**src/rtl/crypto_result_unload.sv**
```systemverilog
// Requests a result from the crypto core and streams it as 8 x 32-bit words, LS word first.
// Latency: top_ready one cycle after host_start, first word one cycle after capture; m_tready stalls hold the word.
module crypto_result_unload #(
  parameter int unsigned TIMEOUT_CYCLES = 1048576
) (
  input  logic         unload_clk,
  input  logic         unload_reset,
  input  logic         host_start,
  output logic         top_ready,
  input  logic [254:0] crypto_data_out,
  input  logic         crypto_data_valid,
  output logic [31:0]  m_tdata,
  output logic         m_tvalid,
  input  logic         m_tready,
  output logic         m_tlast,
  output logic         unload_busy,
  output logic         unload_timeout
);

  // One spare bit so the counter can step past the limit without aliasing to zero.
  localparam int TW = $clog2(TIMEOUT_CYCLES) + 1;
  localparam logic [TW-1:0] TLIM = TW'(TIMEOUT_CYCLES - 1);

  typedef enum logic [2:0] {IDLE, REQ, WAIT_CLR, WAIT_RES, SEND} state_t;

  state_t         state, state_nxt;
  logic [255:0]   buffer;
  logic [2:0]     word_idx;
  logic [TW-1:0]  tcnt;
  logic           waiting, expired, handshake, capture;

  assign waiting   = (state == WAIT_CLR) || (state == WAIT_RES);
  assign expired   = waiting && (tcnt == TLIM);
  assign handshake = m_tvalid && m_tready;

  assign top_ready   = (state == REQ);
  assign m_tvalid    = (state == SEND);
  assign m_tlast     = m_tvalid && (word_idx == 3'd7);
  assign m_tdata     = m_tvalid ? buffer[{word_idx, 5'b0} +: 32] : 32'h0;
  assign unload_busy = (state != IDLE);

  always_comb begin
    state_nxt = state;
    capture   = 1'b0;
    case (state)
      IDLE:     if (host_start) state_nxt = REQ;
      REQ:      state_nxt = WAIT_CLR;
      // Wait for the core to drop a stale valid before accepting a fresh one.
      WAIT_CLR: begin
        if (expired)                 state_nxt = IDLE;
        else if (!crypto_data_valid) state_nxt = WAIT_RES;
      end
      WAIT_RES: begin
        if (expired) begin
          state_nxt = IDLE;
        end else if (crypto_data_valid) begin
          capture   = 1'b1;
          state_nxt = SEND;
        end
      end
      SEND:     if (handshake && word_idx == 3'd7) state_nxt = IDLE;
      default:  state_nxt = IDLE;
    endcase
  end

  always_ff @(posedge unload_clk or posedge unload_reset) begin
    if (unload_reset) state <= IDLE;
    else              state <= state_nxt;
  end

  always_ff @(posedge unload_clk or posedge unload_reset) begin
    if (unload_reset) begin
      buffer         <= '0;
      word_idx       <= '0;
      tcnt           <= '0;
      unload_timeout <= 1'b0;
    end else begin
      if (state == IDLE && host_start) begin
        tcnt           <= '0;
        unload_timeout <= 1'b0;
      end else if (waiting) begin
        tcnt <= tcnt + 1'b1;
      end
      if (expired) unload_timeout <= 1'b1;
      if (capture) begin
        buffer   <= {1'b0, crypto_data_out};
        word_idx <= '0;
      end else if (handshake) begin
        word_idx <= word_idx + 3'd1;
      end
    end
  end

endmodule

```
**config.mk**
```make
export PLATFORM = sky130hd
export DESIGN_NAME = crypto_result_unload
export DESIGN_NICKNAME = d
export VERILOG_FILES = /design/src/rtl/crypto_result_unload.sv
export SDC_FILE = /design/constraint.sdc
export NUM_CORES = 1
export LEC_CHECK = 0
export CELL_PAD_IN_SITES_DETAIL_PLACEMENT = 1
export CELL_PAD_IN_SITES_GLOBAL_PLACEMENT = 1
export CORE_ASPECT_RATIO = 1.4
export CORE_MARGIN = 2
export CORE_UTILIZATION = 42
export DETAILED_ROUTE_END_ITERATION = 8
export HOLD_SLACK_MARGIN = 0.02
export PLACE_DENSITY = 0.76
export SLEW_MARGIN = 30
export SYNTH_ARGS = -nofsm -noshare
export SYNTH_HDL_FRONTEND = slang
export SYNTH_SLANG_ARGS = --single-unit
```
**constraint.sdc**
```tcl
create_clock -name unload_clk -period 12.72 [get_ports unload_clk]
set_clock_uncertainty 0.2 [all_clocks]
set_input_delay 3.18 -clock unload_clk [delete_from_list [all_inputs] [get_ports unload_clk]]
set_output_delay 3.18 -clock unload_clk [all_outputs]
set_load 0.005 [all_outputs]
```
======== Yosys cells after proc, flatten, opt, wreduce, memory -nomap -nowiden ========
Cells that the tools add are included.
word-level totals
  bits in writable memories ............... 0
  latch bits .............................. 0
  logic and storage cells ................. 47
  memories kept ........................... 0
  memory bits (read-only) ................. 0
  register bits after elaboration ......... 283
operators by class
  bitwise operators ....................... 0
  div/mod/pow operators ................... 0
  multiplexer cells ....................... 17
  $lt $le $gt $ge ......................... 0
  reduce and logical (&&, ||, !) cells .... 12
  shift operators ......................... 1
  multipliers ............................. 0
  equality and inequality tests ........... 10
  add/sub/neg operators ................... 2
operator list
  operator                 number
  $shiftx A256 B9 Y32      1
  $mux W21                 2
  $mux W32                 1
  $mux W3                  8
  $add A21 B1 Y21 const B  1
  $eq A21 B20 Y1 const B   1
  $pmux W3 S5              1
  $eq A3 B2 Y1 const B     2
  $eq A3 B3 Y1 const B     2
  $ne A3 B3 Y1 const B     2
  $reduce_bool A2 Y1       3
  $logic_and A1 B1 Y1      5
  $mux W1                  5
  $reduce_and A4 Y1        1
  $add A3 B1 Y3 const B    1
  $eq A3 B1 Y1 const B     1
  $logic_not A3 Y1         1
  $reduce_bool A3 Y1       1
  $ne A2 B1 Y1 const B     1
  $ne A2 B2 Y1 const B     1
  $logic_or A1 B1 Y1       1

======== Logic depth before layout (Yosys ltp) ========
  word-level depth ........................ 6
  mapped depth ............................ 8

======== Worst setup path before layout ========
No wires, ideal clock.
  kind .................................... register to output
  start point ............................. register word_idx[0]
  end point ............................... output m_tdata[25]
  path slack .............................. 7482 ps
  arrival ................................. 1858 ps
  data required time ...................... 9340 ps
  path buffers ............................ 2
  stages on the path, launching flop included .. 6
  path through ............................ dfrtp_1 buf_1 buf_2 mux4_2 mux2i_1 nor2_1
on the way
  longest elaborated chain between the ends .. 2
RTL lines
  element                 line  RTL
  from (decl)             28    logic [2:0] word_idx;
  from (signal assigned)  89    word_idx <= word_idx + 3'd1;
  $shiftx A256 B9 Y32     39    assign m_tdata = m_tvalid ? buffer[{word_idx, 5'b0} +: 32] : 32'h0;
  $mux W32                39
  to (decl)               12    output logic [31:0] m_tdata,
No other way between the ends.

======== Final worst setup path ========
  start point ............................. register word_idx[0]
  end point ............................... output m_tdata[19]
Same word-level chain as after synthesis.

==> impl_metrics.tcl <==
set metrics [dict create \
    status "completed" \
    path_depth 5 \
    die_area_um2 34100 \
    syn-instance-count 838 \
    drive_gt1_share_pct 33.7 \
    dr.first_iter.drc_count 294 \
    r2r_cells 8 \
    grt_overflow_total 0 \
    dr.pass1.iters 4 \
    setup_violations 0 \
    drt-wirelength-per-cell_um 22.7 \
    required_ps 9340 \
    nets 1384 \
    irDropWorstVdd_mv 0.116 \
    rsz0062_at_grt "false" \
    avgSynthCellArea_um2 16.4 \
    cpPeakStageDelay_ps 730 \
    r2r_slack_ps 8630 \
    maxUsedRoutingLayer "met5" \
    insertion_delay_ps 550 \
    synth_compound_area_share_pct 0.621 \
    tritoncts "built" \
    io_pins 297 \
    grt_pass1_vias 9552 \
    cts_max_path_buffers 3 \
    tns_ps 0 \
    ys_ff_latch 283 \
    dp_cells 1529 \
    p_per_area_nw_per_um2 222 \
    critPathMaxFanout 46 \
    maxCapViolCount 0 \
    seq_area_um2 7090 \
    max_slew.worst_pin.slew_ps 967 \
    start_util_pct 42.4 \
    core_area_um2 32300 \
    slowest_stage "dfrtp_4" \
    end_kind "output pin" \
    fin_crit_ps 6670 \
    yosys.area_share.adder_pct 0.274 \
    drt-met1-wl_um 13800 \
    drc 0 \
    antenna_found_initial 10 \
    cts_hold_buf 0 \
    slew_headroom_pct 35.5 \
    slew_viol_final 0 \
    power_frac_seq_pct 41.0 \
    final_cells 1589 \
    syn-cell-area_um2 13700 \
    cts_setup_buffers 0 \
    cts.sinks 283 \
    portBuffers 296 \
    p_sw_share_pct 28.2 \
    ys_warn_count 0 \
    grt_usage_pct 21.4 \
    final.period_utilization_pct 52.5 \
    grt_pass1_wl_um 55700 \
    switching_power_mw 1.12 \
    hold_path_class "flop to flop" \
    r2r_end "buffer[52]" \
    synth_cell_types 39 \
    synth-xor-area-share_pct 1.21 \
    min_from "unload_timeout" \
    ys.flop_type "dfrtp_1" \
    cp-endpoint "m_tdata[19]" \
    numCtsBuffers 29 \
    synth_top_area_share_pct 51.7 \
    synth.largest_area_cell "dfrtp_1" \
    intPower_mw 2.86 \
    dr_wl_met2_um 19400 \
    leakagePower_nw 7.44 \
    synthMuxAreaShare_pct 39.3 \
    timing.fmax_mhz 150 \
    syn_nets 1101 \
    num-fill-cells 3069 \
    vias 8122 \
    arrival_ps 3290 \
    path_class "flop to output pin" \
    vias_per_cell 5.11 \
    clk_pin_slew_worst_paths_ps 60 \
    post_dp_cell_area_um2 17000 \
    clock_power_share_pct 21.3 \
    area_delta_synth_final_pct 30.9 \
    critPathTopFamily "buffers and inverters" \
    yosysSeqAreaShare_pct 51.7 \
    path_cells "buf_6 -> mux4_2 -> mux2i_1 -> nor2_1 -> clkdlybuf4s50_1" \
    power_frac_comb_pct 37.7 \
    cts_max_level 1 \
    async_flop_share_pct 100 \
    multiInputGateArea_um2 6220 \
    synth_top_family_by_area "multiplexers" \
    post_cts_resized 0 \
    rows 78 \
    startpoint "word_idx[0]" \
    fin_area_um2 17900 \
    yosys.area_share.simple_pct 3.97 \
    finalHoldViolations 0 \
    crit_buf_inv 2 \
    grt_max_degree 161 \
    postRouteAntennaNets 0 \
    cp-start-kind "flop" \
    die_w_um 157 \
    root_buffer "clkbuf_16" \
    synth.area.top_cells "dfrtp_1 (52%), mux2_4 (23%), mux4_2 (10%)" \
    die_h_um 218 \
    routed_wirelength_um 36100 \
    synth_edf_count 0 \
    route.met3.wl_um 1560 \
    gp_congestion 0.771 \
    r2r-start "state[2]" \
    dp_hpwl_um 24500 \
    min_delay_path_depth 2 \
]
==> tightest hold or removal path: stages (launching register included) <==
cell,delay (ps)
dfrtp_1,350
nand2_1,50
nand2_1,60
==> final cells by class <==
type	instances	share of cell area [%]
antenna	9	0.126
clock buffer	45	4.94
clock inverter	5	0.279
inverter	3	0.132
multi-input combinational	499	34.7
sequential	283	39.5
tap	440	3.07
timing repair buffer	305	17.3
==> how the worst min path moves through the flow <==
stage	to	slack, ps
3_5_place_dp	unload_timeout	290
4_1_cts	unload_timeout	300
2_1_floorplan	unload_timeout	270
6_report	unload_timeout	290
3_3_place_gp	unload_timeout	270
5_1_grt	buffer[26]	320
==> registers in the layout, summed over array words and instances, names as in the netlist <==
register and flops:
buffer 255, tcnt 21, state 3, word_idx 3, unload_timeout 1
==> cells by family after synthesis <==
kind of cell	Yosys count
and+or+nand+nor	114
buffers and inverters	56
adders and majority gates	3
xor gates and xnor gates	19
muxes	350
DFF	283
AOI/OAI and AO/OA	13
==> metrics by stage <==
stage / power (mW) / worst slack, ps / util [%] / hold slack [ps]
finish: 3.99 / 6050 / 55.5 / 293
CTS: 4.04 / 5910 / 55.4 / 300
floorplan: 2.77 / 1530 / - / 269
global route: 4.21 / 5790 / 55.5 / 319
detailed placement: 3.16 / 6190 / 52.5 / 285
global placement: 3.08 / 6140 / 52.4 / 274
==> power by group through the flow <==
stage | clock [mW] | combinational [mW] | sequential [mW]
2_1_floorplan | 0 | 1.27 | 1.50
3_3_place_gp | 0 | 1.45 | 1.63
3_5_place_dp | 0 | 1.52 | 1.64
4_1_cts | 0.878 | 1.53 | 1.64
5_1_grt | 0.910 | 1.61 | 1.69
6_report | 0.850 | 1.50 | 1.63
==> cells in the final DEF, fill, tap and decap left out, drive strengths merged, types with 3 or more instances in the layout <==
cell type	count
clkbuf	45
clkdlybuf4s50	296
nor3	3
o21ai	4
nand3	10
mux2i	32
or3	3
mux4	63
nor2	57
and3	3
clkinv	5
a21oi	5
nand2	21
dfrtp	283
diode	9
nand4	6
ha	3
buf	9
xnor2	4
xor2	15
mux2	255
==> metal layers <==
metal	vias to the layer above	track usage, %
li1	3623	-
met1	4218	24.9
met2	214	39.0
met3	65	3.36
met4	2	8.87
met5	-	0
==> Yosys cell counts, types with 3 or more instances <==
master    number
buf_1          6
nor3_1         3
ha_1           3
nand3_1        9
and3_1         3
mux2_4       206
a21oi_1        5
clkbuf_1      14
dfrtp_1      283
nand4_1        6
or3_1          3
inv_1          3
mux4_2        63
xor2_1        15
nand2_1       21
mux2_2        49
xnor2_1        4
buf_6         24
o21ai_0        4
nor2_1        57
mux2i_1       32
buf_2          8
(Power assumes the default switching activity.)
